==> src/rtl/rr_stream_mux_pkg.sv <==
// rr_stream_mux_pkg
//   Shared helpers for the round-robin stream merger.
//   chan_w(n)   : width of a channel tag, max(1, clog2(n))
//   level_w(d)  : width of a 0..d occupancy count, clog2(d+1)
//   MAX_CHANNELS, MIN_DEPTH : legal parameter limits
package rr_stream_mux_pkg;

    localparam int MAX_CHANNELS = 16;
    localparam int MIN_DEPTH    = 2;

    function automatic int chan_w(input int n);
        return (n > 1) ? $clog2(n) : 1;
    endfunction

    function automatic int level_w(input int d);
        return $clog2(d + 1);
    endfunction

endpackage

==> src/rtl/rr_stream_mux_if.sv <==
// rr_stream_mux_if
//   Bundles the input-side and output-side valid/ready streams of
//   rr_stream_mux.
//   master : producer/consumer side (drives i_valid, i_data, o_ready)
//   slave  : merger side (drives i_ready, o_valid, o_data, o_chan)
//   Signals:
//     i_valid[CHANNELS], i_ready[CHANNELS], i_data[CHANNELS*WIDTH]
//     o_valid, o_ready, o_data[WIDTH], o_chan[chan_w(CHANNELS)]
//   With RR_STREAM_MUX_LEVEL_EN defined the interface also carries
//   o_level, o_full and o_stall_seen and takes a DEPTH parameter.
interface rr_stream_mux_if
    import rr_stream_mux_pkg::*;
#(
    parameter int CHANNELS = 4,
    parameter int WIDTH    = 8
`ifdef RR_STREAM_MUX_LEVEL_EN
    ,
    parameter int DEPTH    = 4
`endif
);

    localparam int CW = chan_w(CHANNELS);

    logic [CHANNELS-1:0]       i_valid;
    logic [CHANNELS-1:0]       i_ready;
    logic [CHANNELS*WIDTH-1:0] i_data;
    logic                      o_valid;
    logic                      o_ready;
    logic [WIDTH-1:0]          o_data;
    logic [CW-1:0]             o_chan;

`ifdef RR_STREAM_MUX_LEVEL_EN
    localparam int LW = level_w(DEPTH);

    logic [LW-1:0]             o_level;
    logic                      o_full;
    logic                      o_stall_seen;

    modport master (
        output i_valid, i_data, o_ready,
        input  i_ready, o_valid, o_data, o_chan, o_level, o_full, o_stall_seen
    );

    modport slave (
        input  i_valid, i_data, o_ready,
        output i_ready, o_valid, o_data, o_chan, o_level, o_full, o_stall_seen
    );
`else
    modport master (
        output i_valid, i_data, o_ready,
        input  i_ready, o_valid, o_data, o_chan
    );

    modport slave (
        input  i_valid, i_data, o_ready,
        output i_ready, o_valid, o_data, o_chan
    );
`endif

endinterface

==> src/rtl/rr_stream_mux_fifo.sv <==
// rr_stream_mux_fifo
//   DEPTH-entry, DW-bit FIFO with registered count and full flag.
//   DEPTH need not be a power of two; pointers wrap explicitly.
//   Ports:
//     clk, rst   : clock, asynchronous active-high reset
//     push_i     : write wdata_i at the write pointer (caller ensures !full)
//     pop_i      : advance the read pointer (caller ensures count != 0)
//     wdata_i    : word to store
//     rdata_o    : head entry, read combinationally; zero when empty
//     count_o    : number of stored words
//     full_o     : registered (count == DEPTH)
//   Storage is not reset; only pointers, count and full are.
module rr_stream_mux_fifo
    import rr_stream_mux_pkg::*;
#(
    parameter int DW    = 10,
    parameter int DEPTH = 4
) (
    input  logic                      clk,
    input  logic                      rst,
    input  logic                      push_i,
    input  logic                      pop_i,
    input  logic [DW-1:0]             wdata_i,
    output logic [DW-1:0]             rdata_o,
    output logic [level_w(DEPTH)-1:0] count_o,
    output logic                      full_o
);

    localparam int PW = $clog2(DEPTH);
    localparam int LW = level_w(DEPTH);

    logic [DW-1:0] mem_q [DEPTH];
    logic [PW-1:0] wptr_q, wptr_d;
    logic [PW-1:0] rptr_q, rptr_d;
    logic [LW-1:0] count_q, count_d;
    logic          full_q, full_d;

    always_comb begin
        wptr_d  = wptr_q;
        rptr_d  = rptr_q;
        count_d = count_q;

        if (push_i) begin
            wptr_d = (wptr_q == PW'(DEPTH - 1)) ? '0 : wptr_q + 1'b1;
        end
        if (pop_i) begin
            rptr_d = (rptr_q == PW'(DEPTH - 1)) ? '0 : rptr_q + 1'b1;
        end

        case ({push_i, pop_i})
            2'b10:   count_d = count_q + 1'b1;
            2'b01:   count_d = count_q - 1'b1;
            default: count_d = count_q;
        endcase

        full_d = (count_d == LW'(DEPTH));
    end

    always_ff @(posedge clk or posedge rst) begin
        if (rst) begin
            wptr_q  <= '0;
            rptr_q  <= '0;
            count_q <= '0;
            full_q  <= 1'b0;
        end else begin
            wptr_q  <= wptr_d;
            rptr_q  <= rptr_d;
            count_q <= count_d;
            full_q  <= full_d;
        end
    end

    always_ff @(posedge clk) begin
        if (push_i) begin
            mem_q[wptr_q] <= wdata_i;
        end
    end

    assign rdata_o = (count_q == '0) ? '0 : mem_q[rptr_q];
    assign count_o = count_q;
    assign full_o  = full_q;

endmodule

==> src/rtl/rr_stream_mux.sv <==
// rr_stream_mux
//   Merges CHANNELS valid/ready input streams into one output stream
//   through a DEPTH-entry FIFO. A round-robin arbiter picks the next
//   channel starting after the last accepted one; each stored word is
//   tagged with its source channel.
//   Ports:
//     clk  : clock, all state on the rising edge
//     rst  : asynchronous active-high reset
//     bus  : rr_stream_mux_if.slave
//            i_valid/i_ready/i_data : per-channel input streams
//            o_valid/o_ready/o_data/o_chan : merged, tagged output
//   Optional feature macro: RR_STREAM_MUX_LEVEL_EN
//     adds o_level (current count), o_full (count == DEPTH) and a sticky
//     o_stall_seen (an input was valid while the FIFO had no space).
module rr_stream_mux
    import rr_stream_mux_pkg::*;
#(
    parameter int CHANNELS = 4,
    parameter int WIDTH    = 8,
    parameter int DEPTH    = 4
) (
    input  logic           clk,
    input  logic           rst,
    rr_stream_mux_if.slave bus
);

    localparam int CW = chan_w(CHANNELS);
    localparam int LW = level_w(DEPTH);

    if (CHANNELS < 1 || CHANNELS > MAX_CHANNELS) begin : g_bad_channels
        $error("rr_stream_mux: CHANNELS out of range");
    end
    if (DEPTH < MIN_DEPTH) begin : g_bad_depth
        $error("rr_stream_mux: DEPTH below minimum");
    end
    if (WIDTH < 1) begin : g_bad_width
        $error("rr_stream_mux: WIDTH below minimum");
    end

    logic [CW-1:0]       last_grant_q, last_grant_d;
    logic [CW-1:0]       grant_c;
    logic                grant_found_c;
    logic                space_c;
    logic                push_c;
    logic                pop_c;
    logic                valid_c;
    logic [CHANNELS-1:0] ready_c;
    logic [WIDTH-1:0]    wdata_c;
    logic [CW+WIDTH-1:0] fifo_wdata;
    logic [CW+WIDTH-1:0] fifo_rdata;
    logic [LW-1:0]       count;
    logic                full;

    // Registered full flag equals (count == DEPTH), so it is the space test;
    // a pop in the same cycle deliberately does not free a slot.
    assign space_c = !full;

    // Round-robin search: offset i visits channel (last_grant + 1 + i) mod
    // CHANNELS; the inner loop turns that runtime index into constant
    // selects so no variable bit-select of i_valid is needed.
    always_comb begin
        grant_found_c = 1'b0;
        grant_c       = '0;
        for (int unsigned i = 0; i < CHANNELS; i++) begin
            int unsigned cand;
            cand = 32'(last_grant_q) + 1 + i;
            if (cand >= CHANNELS) begin
                cand = cand - CHANNELS;
            end
            for (int unsigned k = 0; k < CHANNELS; k++) begin
                if (!grant_found_c && (k == cand) && bus.i_valid[k]) begin
                    grant_found_c = 1'b1;
                    grant_c       = CW'(k);
                end
            end
        end
    end

    always_comb begin
        ready_c = '0;
        wdata_c = '0;
        for (int unsigned k = 0; k < CHANNELS; k++) begin
            if (CW'(k) == grant_c) begin
                ready_c[k] = grant_found_c && space_c;
                wdata_c    = bus.i_data[k*WIDTH +: WIDTH];
            end
        end
    end

    assign push_c       = grant_found_c && space_c;
    assign last_grant_d = push_c ? grant_c : last_grant_q;
    assign fifo_wdata   = {grant_c, wdata_c};

    always_ff @(posedge clk or posedge rst) begin
        if (rst) begin
            last_grant_q <= CW'(CHANNELS - 1);
        end else begin
            last_grant_q <= last_grant_d;
        end
    end

    assign valid_c = (count != '0);
    assign pop_c   = valid_c && bus.o_ready;

    rr_stream_mux_fifo #(
        .DW    (CW + WIDTH),
        .DEPTH (DEPTH)
    ) u_fifo (
        .clk     (clk),
        .rst     (rst),
        .push_i  (push_c),
        .pop_i   (pop_c),
        .wdata_i (fifo_wdata),
        .rdata_o (fifo_rdata),
        .count_o (count),
        .full_o  (full)
    );

    assign bus.i_ready = ready_c;
    assign bus.o_valid = valid_c;
    assign bus.o_data  = fifo_rdata[WIDTH-1:0];
    assign bus.o_chan  = fifo_rdata[CW+WIDTH-1 -: CW];

`ifdef RR_STREAM_MUX_LEVEL_EN
    logic stall_seen_q, stall_seen_d;

    assign stall_seen_d = stall_seen_q || ((|bus.i_valid) && !space_c);

    always_ff @(posedge clk or posedge rst) begin
        if (rst) begin
            stall_seen_q <= 1'b0;
        end else begin
            stall_seen_q <= stall_seen_d;
        end
    end

    assign bus.o_level      = count;
    assign bus.o_full       = full;
    assign bus.o_stall_seen = stall_seen_q;
`endif

    // Producers must hold an offered word until it is taken.
    for (genvar k = 0; k < CHANNELS; k++) begin : g_hold_chk
        a_hold: assert property (@(posedge clk) disable iff (rst)
            (bus.i_valid[k] && !bus.i_ready[k]) |=>
            (bus.i_valid[k] && $stable(bus.i_data[k*WIDTH +: WIDTH])));
    end

    a_ready_onehot: assert property (@(posedge clk) disable iff (rst)
        $onehot0(bus.i_ready));

endmodule

==> src/flat_wrapper.sv <==
// flat-port wrapper written by rule: the top's interface ports become plain ports
module rr_stream_mux_flat import rr_stream_mux_pkg::*;
#(
    parameter int CHANNELS = 4,
    parameter int WIDTH    = 8,
    parameter int DEPTH    = 4
)
  (clk, rst, bus_i_valid, bus_i_data, bus_o_ready, bus_i_ready, bus_o_valid, bus_o_data, bus_o_chan);
  rr_stream_mux_if #(.CHANNELS(CHANNELS), .WIDTH(WIDTH)) bus_i ();
  input  logic clk;
  input  logic rst;
  input wire logic [$bits(bus_i.i_valid)-1:0] bus_i_valid;
  input wire logic [$bits(bus_i.i_data)-1:0] bus_i_data;
  input wire logic [$bits(bus_i.o_ready)-1:0] bus_o_ready;
  output wire logic [$bits(bus_i.i_ready)-1:0] bus_i_ready;
  output wire logic [$bits(bus_i.o_valid)-1:0] bus_o_valid;
  output wire logic [$bits(bus_i.o_data)-1:0] bus_o_data;
  output wire logic [$bits(bus_i.o_chan)-1:0] bus_o_chan;
  assign bus_i.i_valid = bus_i_valid;
  assign bus_i.i_data = bus_i_data;
  assign bus_i.o_ready = bus_o_ready;
  assign bus_i_ready = bus_i.i_ready;
  assign bus_o_valid = bus_i.o_valid;
  assign bus_o_data = bus_i.o_data;
  assign bus_o_chan = bus_i.o_chan;
  rr_stream_mux #(.CHANNELS(CHANNELS), .WIDTH(WIDTH), .DEPTH(DEPTH)) u_core (.clk(clk), .rst(rst), .bus(bus_i));
endmodule
==> config.mk <==
export PLATFORM = sky130hd
export DESIGN_NAME = rr_stream_mux_flat
export DESIGN_NICKNAME = d
export VERILOG_FILES = /design/src/rtl/rr_stream_mux_pkg.sv /design/src/rtl/rr_stream_mux_if.sv /design/src/rtl/rr_stream_mux_fifo.sv /design/src/rtl/rr_stream_mux.sv /design/src/flat_wrapper.sv
export SDC_FILE = /design/constraint.sdc
export NUM_CORES = 1
export LEC_CHECK = 0
export BUFFER_PORTS_ARGS = -buffer_cell sky130_fd_sc_hd__buf_4
export CORE_ASPECT_RATIO = 1.4
export CORE_MARGIN = 3
export CORE_UTILIZATION = 43
export CTS_CLUSTER_DIAMETER = 30
export CTS_CLUSTER_SIZE = 40
export DETAILED_ROUTE_END_ITERATION = 10
export PLACE_DENSITY = 0.64
export SLEW_MARGIN = 20
export SYNTH_ARGS = -nofsm -noshare
export SYNTH_HDL_FRONTEND = slang
export SYNTH_SLANG_ARGS = --single-unit
==> constraint.sdc <==
create_clock -name clk -period 2.2 [get_ports clk]
set_input_delay 0.11 -clock clk [delete_from_list [all_inputs] [get_ports clk]]
set_output_delay 0.11 -clock clk [all_outputs]
set_load 0.01 [all_outputs]
[Word level (Yosys, flattened, before mapping)]
Memories as Yosys holds them, arrays and structs flattened.
Cells that the tools add are included.
Operators by class
  muxes and demuxes: 49
  bitwise logic cells: 0
  multiply operators: 0
  reduce and logical (&&, ||, !) cells: 56
  add/subtract/negate cells: 12
  shift operators: 0
  equal/unequal tests: 20
  divide/modulo/power cells: 0
  magnitude comparators: 4
Operators with widths (count)
  2-bit by 32-bit == test with 1-bit output (first input constant): 8
  1-bit by 32-bit == test with 1-bit output (first input constant): 4
  32-bit by 3-bit greater-or-equal comparator with 1-bit output (second input constant): 4
  32-bit zero test: 4
  32-bit 2-to-1 mux: 4
  32-bit by 3-bit subtractor with 32-bit output (second input constant): 4
  32-bit by 2-bit adder with 32-bit output (second input constant): 2
  1-bit logical AND: 33
  32-bit by 1-bit adder with 32-bit output (second input constant): 1
  2-bit 2-to-1 mux: 16
  8-bit 2-to-1 mux: 4
  1-bit 2-to-1 mux: 23
  1-bit zero test: 16
  10-bit 2-to-1 mux: 1
  2-bit == test (second input constant): 3
  3-bit one-hot mux with 2 select lines: 1
  2-bit by 1-bit adder with 2-bit output (second input constant): 2
  2-bit == test (first input constant): 2
  2-bit by 1-bit adder with 3-bit output (second input constant): 1
  3-bit by 1-bit adder with 3-bit output (second input constant): 1
  3-bit == test (second input constant): 1
  3-bit zero test: 1
  3-bit nonzero test: 1
  3-bit by 1-bit subtractor with 3-bit output (second input constant): 1
  3 further kinds: 3
Word-level totals
  output and inout port bits: 15
  RAM bits: 40
  register bits: 10
  bits in latches: 0
  ROM bits: 0
  memories: 1
Memories
  u_core.u_fifo.mem_q: depth 4, bits a word 10, rd ports 1, clocked after memory_dff 0, wr ports 1, RTL line rr_stream_mux_fifo.sv:32  | logic [DW-1:0] mem_q [DEPTH];

[Longest topological paths before layout]
Gate-level depths: netlist of the first run.
  word-level depth: 71
  mapped depth: 10

[Hierarchy]
A second synthesis of the first run with hierarchy kept.
Unflattened totals
  cells, all modules: 189
  area total of the unflattened synthesis: 2648.8 µm²
Modules (own cells, without submodules)
  rr_stream_mux_fifo: cells each 103, area each 1959.4 µm², times used 1
  rr_stream_mux: cells each 86, area each 689.4 µm², times used 1

[Worst setup path after synthesis of the first run]
OpenSTA, ideal clock, no wires.
  path kind: register to register
  from: register u_core.u_fifo.count_q[0] (netlist: u_core.u_fifo.count_o[0])
  to: register u_core.u_fifo.full_q (netlist: u_core.u_fifo.full_o)
  path buffers: 0
  stages on the path, launching flop included: 11
  data arrival time: 1.836 ns
  setup time: 0.125 ns
  data required time: 2.075 ns
  slack: 0.238 ns
  path through: dfrtp_1 -> or3_1 -> nand2_1 -> inv_1 -> ha_1 -> inv_1 -> fa_1 -> xor2_1 -> nor2_1 -> xor2_1 -> nor3b_1
On the way
  word-level cells in the longest chain between the ends: 5
Ends and longest elaborated chain
  start, declared: RTL line rr_stream_mux_fifo.sv:35  | logic [LW-1:0] count_q, count_d;
  start signal, assigned: RTL line rr_stream_mux_fifo.sv:68  | count_q <= count_d;
  3-bit nonzero test (*): RTL line rr_stream_mux.sv:102  | assign valid_c = (count != '0);
  1-bit logical AND (*): RTL line rr_stream_mux.sv:103  | assign pop_c = valid_c && bus.o_ready;
  net u_core.pop_c: RTL line rr_stream_mux.sv:45  | logic pop_c;
  2-bit by 1-bit == test with 1-bit output / 2-bit == test (equally long branches): RTL line rr_stream_mux_fifo.sv:50  | case ({push_i, pop_i})
  3-bit one-hot mux with 2 select lines (*): RTL line rr_stream_mux_fifo.sv:50
  net u_core.u_fifo.count_d[2]: RTL line rr_stream_mux_fifo.sv:35
  3-bit == test (*): RTL line rr_stream_mux_fifo.sv:56  | full_d = (count_d == LW'(DEPTH));
  net u_core.u_fifo.full_d: RTL line rr_stream_mux_fifo.sv:36  | logic full_q, full_d;
  end signal, assigned: RTL line rr_stream_mux_fifo.sv:69  | full_q <= full_d;
  end, declared: RTL line rr_stream_mux_fifo.sv:36
The timed path passes the listed nets; every way through them passes the cells marked *.
A chain may end at the register's enable or synchronous reset.

[Final worst setup path of the first run]
Same ends and word-level chain as after synthesis.

==> results of run 1 <==
[state kept, by name (all words and copies together), names as in the netlist]
signal / cells
u_core.u_fifo.mem_q: 40
u_core.last_grant_q: 2
u_core.u_fifo.full_o: 1
u_core.u_fifo.count_o: 3
u_core.u_fifo.rptr_q: 2
u_core.u_fifo.wptr_q: 2
[path summary, 6_finish.rpt]
check,startpoint,endpoint,slack (ps),cells after the start
min in group asynchronous,rst,u_core.u_fifo.count_o[1],350,3
setup reg to reg,u_core.u_fifo.count_o[0],u_core.u_fifo.full_o,110,8
max in group asynchronous,rst,u_core.last_grant_q[0],1530,3
hold / removal,bus_i_data[22],u_core.u_fifo.mem_q[0][6],240,3
hold reg to reg,u_core.u_fifo.count_o[2],u_core.u_fifo.count_o[2],470,1
setup / recovery,u_core.u_fifo.count_o[0],u_core.u_fifo.full_o,110,8
[cell type report]
type	instances	area, um^2	share of cell area, %
flip-flops and latches	50	1450	47.1
multi-input cells	94	930	30.1
repair buffers	62	468	15.2
well taps	68	85.1	2.76
clock buffers	6	72.6	2.35
inverters	11	41.3	1.34
clock inverters	2	37.5	1.22
[metrics by stage]
step	power [mW]	hold WS, ps	std cells	worst slack (ps)	util [%]
2_1_floorplan	3.06	-51.3	162	238	-
3_3_place_gp	3.69	104	281	181	53.1
3_5_place_dp	3.80	123	281	44.3	53.1
4_1_cts	4.42	197	290	18.7	55.3
5_1_grt	4.72	264	293	26.3	55.9
6_report	4.42	236	293	112	55.9
[power by group]
part / total [mW] / switching [mW] / leakage, nW / internal (mW)
sequential: 1.76 / 0.186 / 0.490 / 1.57
clock: 0.622 / 0.282 / 0.0514 / 0.339
combinational: 2.04 / 1.00 / 0.746 / 1.04
[kinds of logic (layout without fill, tap and decap cells)]
family | count (synthesis) | after routing | share of synthesized area [%]
xor+xnor | 3 | 3 | 1.07
fa+ha+maj | 7 | 7 | 3.86
flops | 50 | 50 | 59.0
simple gates | 36 | 36 | 8.23
buf+inv | 18 | 81 | 3.66
compound gates | 13 | 13 | 4.78
mux | 35 | 35 | 19.4
[timing repair]
| item | in CTS | in global routing |
|---|---|---|
| endpoints found under the hold margin | 8 | 0 |
| setup buffers | 0 | 3 |
| hold buffers | 1 | 0 |
| endpoints found under the setup margin | 0 | 1 |
| gates resized for setup | 0 | 3 |
[synthesized netlist by cell type, drive strengths merged]
library cell / n
clkbuf: 3
buf: 4
nand2: 5
mux2: 1
dfstp: 2
nor3: 3
o21ai: 3
and2: 14
nand2b: 2
o21a: 1
a31oi: 1
xor2: 2
a21oi: 2
a21o: 2
o32a: 1
xnor2: 1
nand4b: 1
edfxtp: 40
o2111ai: 1
or3: 1
a2bb2oi: 1
fa: 1
nor2: 7
mux2i: 24
ha: 6
o211ai: 1
inv: 11
nand3b: 2
mux4: 10
nor3b: 1
dfrtp: 8
[worst max-delay path, stage by stage, from the launching register on]
cell and delay, ps:
dfrtp_1 400, or3_1 420, nand2_2 100, inv_1 50, ha_1 210, inv_1 80, fa_1 430, mux2i_2 220
nor3b_2 70
[per-layer routing]
metal | wire [um] | global-route usage [%] | vias up | part of all wire, %
li1 | - | - | 724 | -
met1 | 1960 | 18.4 | 743 | 39
met2 | 2740 | 29.7 | 42 | 55
met3 | 222 | 3.27 | 8 | 4.5
met4 | 52 | 5.27 | 0 | 1.0
met5 | 0 | 0 | - | 0
==> results by group, run 1 <==
Run status
  – Run status: completed

Job
  – Maxcap violations: 0

Die
  – Floorplan row count: 32
  – Vert. Die Dim: 95.5 um
  – Ports: 54
  – Die width: roughly 70 um
  – Placeable Area: between 0.005 and 0.006 mm^2
  – Starting Density: ~45%
  – Die area: between 0.006 and 0.007 mm^2

Pwr
  – Leakage: 1.29 nW
  – VDD IR max: 0.870 mV
  – PwrDens: 1430 mW/mm^2

Drt
  – Vias post-DR: approximately 1500
  – Initial DRT Pass Iterations: 4
  – Post-DRT Antenna Nets: 0
  – Iter 0 DRT Violations: 48
  – DR WL/cell: between 15 and 20 um
  – Residual DRC: 0
  – Vias/cell: 5.18
  – Overall routed net length: 4970 um

Worst setup path
  – Crit path DAT: 2270 ps
  – CP Class: reg -> reg
  – Nature of the critical path endpoint: flop
  – Startpoint Class: flop
  – Critical path fanouts, max: 3
  – Worst path required time: around 2400 ps

Place
  – Hpwl dp: about 3800 um
  – RePlAce Congestion: slightly above 0.7
  – Dpl cell area: about 0.0029 mm^2
  – # port buffers: 53

STA
  – Tcrit/Tclk final: ~95%
  – Max Slew Vio Count: 0
  – Max frequency: roughly 480 MHz
  – Final Skew: just over 9 ps
  – Slew margin rel.: 62.2%
  – Shortest period the worst path allows: 2090 ps
  – Actual slew at the worst max-slew pin: about 570 ps
  – Setup violators final: 0
  – RSZ-0062 raised after global routing: false
  – Setup TNS: 0 ps
  – Hold Fails Final Rpt: 0

Global route
  – Antenna violations before repair: 0
  – Vias in the first global route: 1644
  – Largest net degree at the start of global routing: 16
  – Global-route wire length before repair: between 8000 and 9000 um
  – Remaining Overflow, GRT: 0
  – Total Routing Usage GR: between 15 and 20%

Synth
  – Register area share after synthesis: between 50% and 60%
  – Cell taking the most area after synthesis: edfxtp_1
  – Cell variety after synth: 34
  – Cells after synthesis: approximately 160
  – Post-Syn Area: between 0.002 and 0.0025 mm^2
  – Top cells by area, synth: edfxtp_1, mux2i_1, mux4_2
  – Syn Area/Cell: 15.2 um^2
  – Synth Register Bits: 50
  – Synth Warn #: 0
  – Syn_nets: ~210
  – Synth top area share: 48.8%

Clocking
  – H-tree depth: 2
  – Worst-path clk slew: roughly 80 ps
  – Later-pin clock latency in the skew report: slightly below 300 ps
  – Clock Tree Buf Depth: 2
  – CTS tree: yes
  – Clock Tree Root: clkbuf_8
  – Sink Count: 50
  – CTS Buf Count: 5

Layout
  – Post-route cell area: around 0.003 mm^2
  – Antenna diode count: 0
  – Final Net Count: 270
  – Area grow syn2layout: 25.4%
  – Filler cells: between 400 and 500
  – Ratio of cells with drive above 1 in the final layout: 40.0%
  – Commonest non-fill, non-tap cell in the layout: buf_4
  – Most frequent cells in the layout: buf_4, edfxtp_1, mux2i_1

Min path
  – Worst hold path type: in -> reg
No activity file was read; power rests on OpenSTA's default activity.
==> inputs of run 2 (changes only) <==
- CORE_UTILIZATION: 43 -> 42
- PLACE_DENSITY: 0.64 -> 0.62
==> run 2 against run 1 <==
Flip-flop and latch count is the same. Worst setup slack got worse by 7.4 ps. First-iteration DRC count grew 48%. Die area increased by 2.2%. Register-to-register slack about the same. Hold slack worse by 86 ps. Critical path type unchanged.
==> results by group, run 2 (synthesized netlist as in run 1, its figures left out) <==
Run status
  – Run status: completed

Drt
  – DR WL/cell: 16.2 um (-4.4%)
  – Vias/cell: 5.26 (+1.6%)
  – Initial DRT Pass Iterations: 4 (unchanged)
  – Iter 0 DRT Violations: 71 (+48%)
  – Met3 WL: 227 um (+2.3%)
  – Met2 WL: 2500 um (-8.6%)
  – Residual DRC: 0 (unchanged)
  – Overall routed net length: 4760 um (-4.4%)
  – Vias post-DR: 1541 (+1.6%)
  – Uppermost routed layer: met4
  – Post-DRT Antenna Nets: 0 (unchanged)
  – Wl on met1: 1920 um (-1.9%)

Worst setup path
  – Crit path DAT: 2310 ps (+40 ps)
  – Worst path required time: 2410 ps (+30 ps)
  – Critical path fanouts, max: 4 (+1)
  – CP Class: reg -> reg
  – Worst stage delay on the critical path: 400 ps (-30 ps)
  – Startpoint Class: flop
  – Crit-path cells: or3_4, nand2_4, inv_1, ha_1, inv_1, fa_1, xor2_1, nor2_1, xor2_1, nor3b_2
  – Nature of the critical path endpoint: flop
  – CP max stage cell: or3_4

Place
  – Hpwl dp: 3620 um (-3.8%)
  – RePlAce Congestion: 0.743 (+2.7%)
  – Placed cell count: 282 (+0.36%)
  – Dpl cell area: 0.00295 mm^2 (+0.68%)
  – # port buffers: 53 (unchanged)

STA
  – Shortest period the worst path allows: 2100 ps (+7.36 ps)
  – Tcrit/Tclk final: 95.3% (+0.33 points)
  – Actual slew at the worst max-slew pin: 582 ps (+15.6 ps)
  – Max Slew Vio Count: 0 (unchanged)
  – Final Skew: 6.12 ps (-3.13 ps)
  – Max frequency: 477 MHz (-0.35%)
  – Setup violators final: 0 (unchanged)
  – Setup TNS: 0 ps (unchanged)
  – Hold Fails Final Rpt: 0 (unchanged)
  – Slew margin rel.: 61.2% (-1.0 points)

Clocking
  – CTS Buf Count: 5 (unchanged)
  – Clock Tree Root: clkbuf_8
  – Worst-path clk slew: 80 ps (about the same)
  – H-tree depth: 2 (unchanged)
  – Sink Count: 50 (unchanged)
  – CTS tree: yes
  – Clock Tree Buf Depth: 2 (unchanged)
  – Later-pin clock latency in the skew report: 290 ps (about the same)

Job
  – Maxcap violations: 0 (unchanged)

Global route
  – Global-route wire length before repair: 7700 um (-7.2%)
  – Total Routing Usage GR: 14.6% (-1.5 points)
  – Antenna violations before repair: 0 (unchanged)
  – Remaining Overflow, GRT: 0 (unchanged)
  – Largest net degree at the start of global routing: 16 (unchanged)
  – Vias in the first global route: 1657 (+0.79%)

Layout
  – Filler cells: 491 (+6.0%)
  – Antenna diode count: 0 (unchanged)
  – Most frequent cells in the layout: buf_4, edfxtp_1, mux2i_1
  – Post-route cell area: 0.00308 mm^2 (-0.36%)
  – Max reg flops: 40 (unchanged)
  – Area of the multi-input gates: 936 um^2 (+0.67%)
  – Final Net Count: 270 (unchanged)
  – Top reg by flops: u_core.u_fifo.mem_q
  – Register area: 0.00145 mm^2 (unchanged)
  – Post-Layout Cell Count: 293 (unchanged)
  – Commonest non-fill, non-tap cell in the layout: buf_4
  – Fin util: 54.9% (-1.0 points)
  – Area grow syn2layout: 24.9%
  – Ratio of cells with drive above 1 in the final layout: 39.1% (-0.89 points)

Pwr
  – VDD IR max: 0.642 mV (-26%)
  – P_sw: 1.43 mW (-2.6%)
  – PwrDens: 1390 mW/mm^2 (-2.7%)
  – Pint: 2.85 mW (-3.2%)
  – Clock power frac: 11.4% (-2.7 points)
  – Flop pwr share: 40.8% (+1.0 points)
  – Switching Share: 33.4% (+0.14 points)
  – Pwr Total: 4.28 mW (-3.0%)
  – Combinational power share: 47.9% (+1.8 points)
  – Leakage: 1.29 nW (-0.12%)

Die
  – Starting Density: 43.9% (-0.64 points)
  – Die width: 70.7 um (+1.1%)
  – Floorplan row count: 32 (unchanged)
  – Die area: 0.00683 mm^2 (+2.2%)
  – Ports: 54 (unchanged)
  – Vert. Die Dim: 96.6 um (+1.1%)
  – Placeable Area: 0.00561 mm^2 (+1.4%)

Min path
  – Worst hold path type: in -> reg
[run 2: metrics by stage]
step                hold slack, ps  worst slack (ps)
global placement               105               192
CTS                            164              2.49
floorplan                    -51.3               238
global route                   157             -4.01
finish                         149               104
detailed placement             116             -21.5
[run 2: path summary, 6_finish.rpt]
check                                           endpoint  slack [ps]  depth (start not counted)                startpoint
worst max-delay path                u_core.u_fifo.full_o         100                         10  u_core.u_fifo.count_o[0]
worst min-delay path             u_core.u_fifo.rptr_q[0]         150                          3               bus_o_ready
worst max register to register      u_core.u_fifo.full_o         100                         10  u_core.u_fifo.count_o[0]
min in group asynchronous       u_core.u_fifo.count_o[1]         360                          3                       rst
max in group asynchronous         u_core.last_grant_q[0]        1520                          3                       rst
worst min register to register    u_core.last_grant_q[0]         540                          2    u_core.last_grant_q[0]
[run 2: layout make-up]
cell class / count / area share [%]
clock buffer: 8 / 2.60
inverter: 11 / 1.34
multi-input combinational: 94 / 30.4
sequential: 50 / 47.3
tap: 68 / 2.77
timing repair buffer: 62 / 15.6
[run 2: power by group through the flow]
stage | clock network [mW] | logic (mW) | registers (mW)
2_1_floorplan | 0 | 1.37 | 1.69
3_3_place_gp | 0 | 1.95 | 1.74
3_5_place_dp | 0 | 2.03 | 1.78
4_1_cts | 0.500 | 2.04 | 1.76
5_1_grt | 0.537 | 2.25 | 1.78
6_report | 0.487 | 2.05 | 1.75
[run 2: per-layer routing]
layer,track usage [%],vias up
met4,5.80,0
met2,26.1,53
met1,17.3,754
met5,0,-
li1,-,723
met3,2.80,11
[run 2: what timing repair did]
item                       CTS  global route
buffers inserted             0             2
hold endpoints to repair     8             0
setup endpoints to repair    1             1
gates resized for setup      1             3
pin swaps                    0             1
hold buffers                 1             0
[run 2: critical path, delay by kind of cell, from the launching register on]
family,cells,cell delay (ps)
xor+xnor,2,360
fa+ha+maj,2,390
buf+inv,2,120
flops,1,380
simple gates,4,760
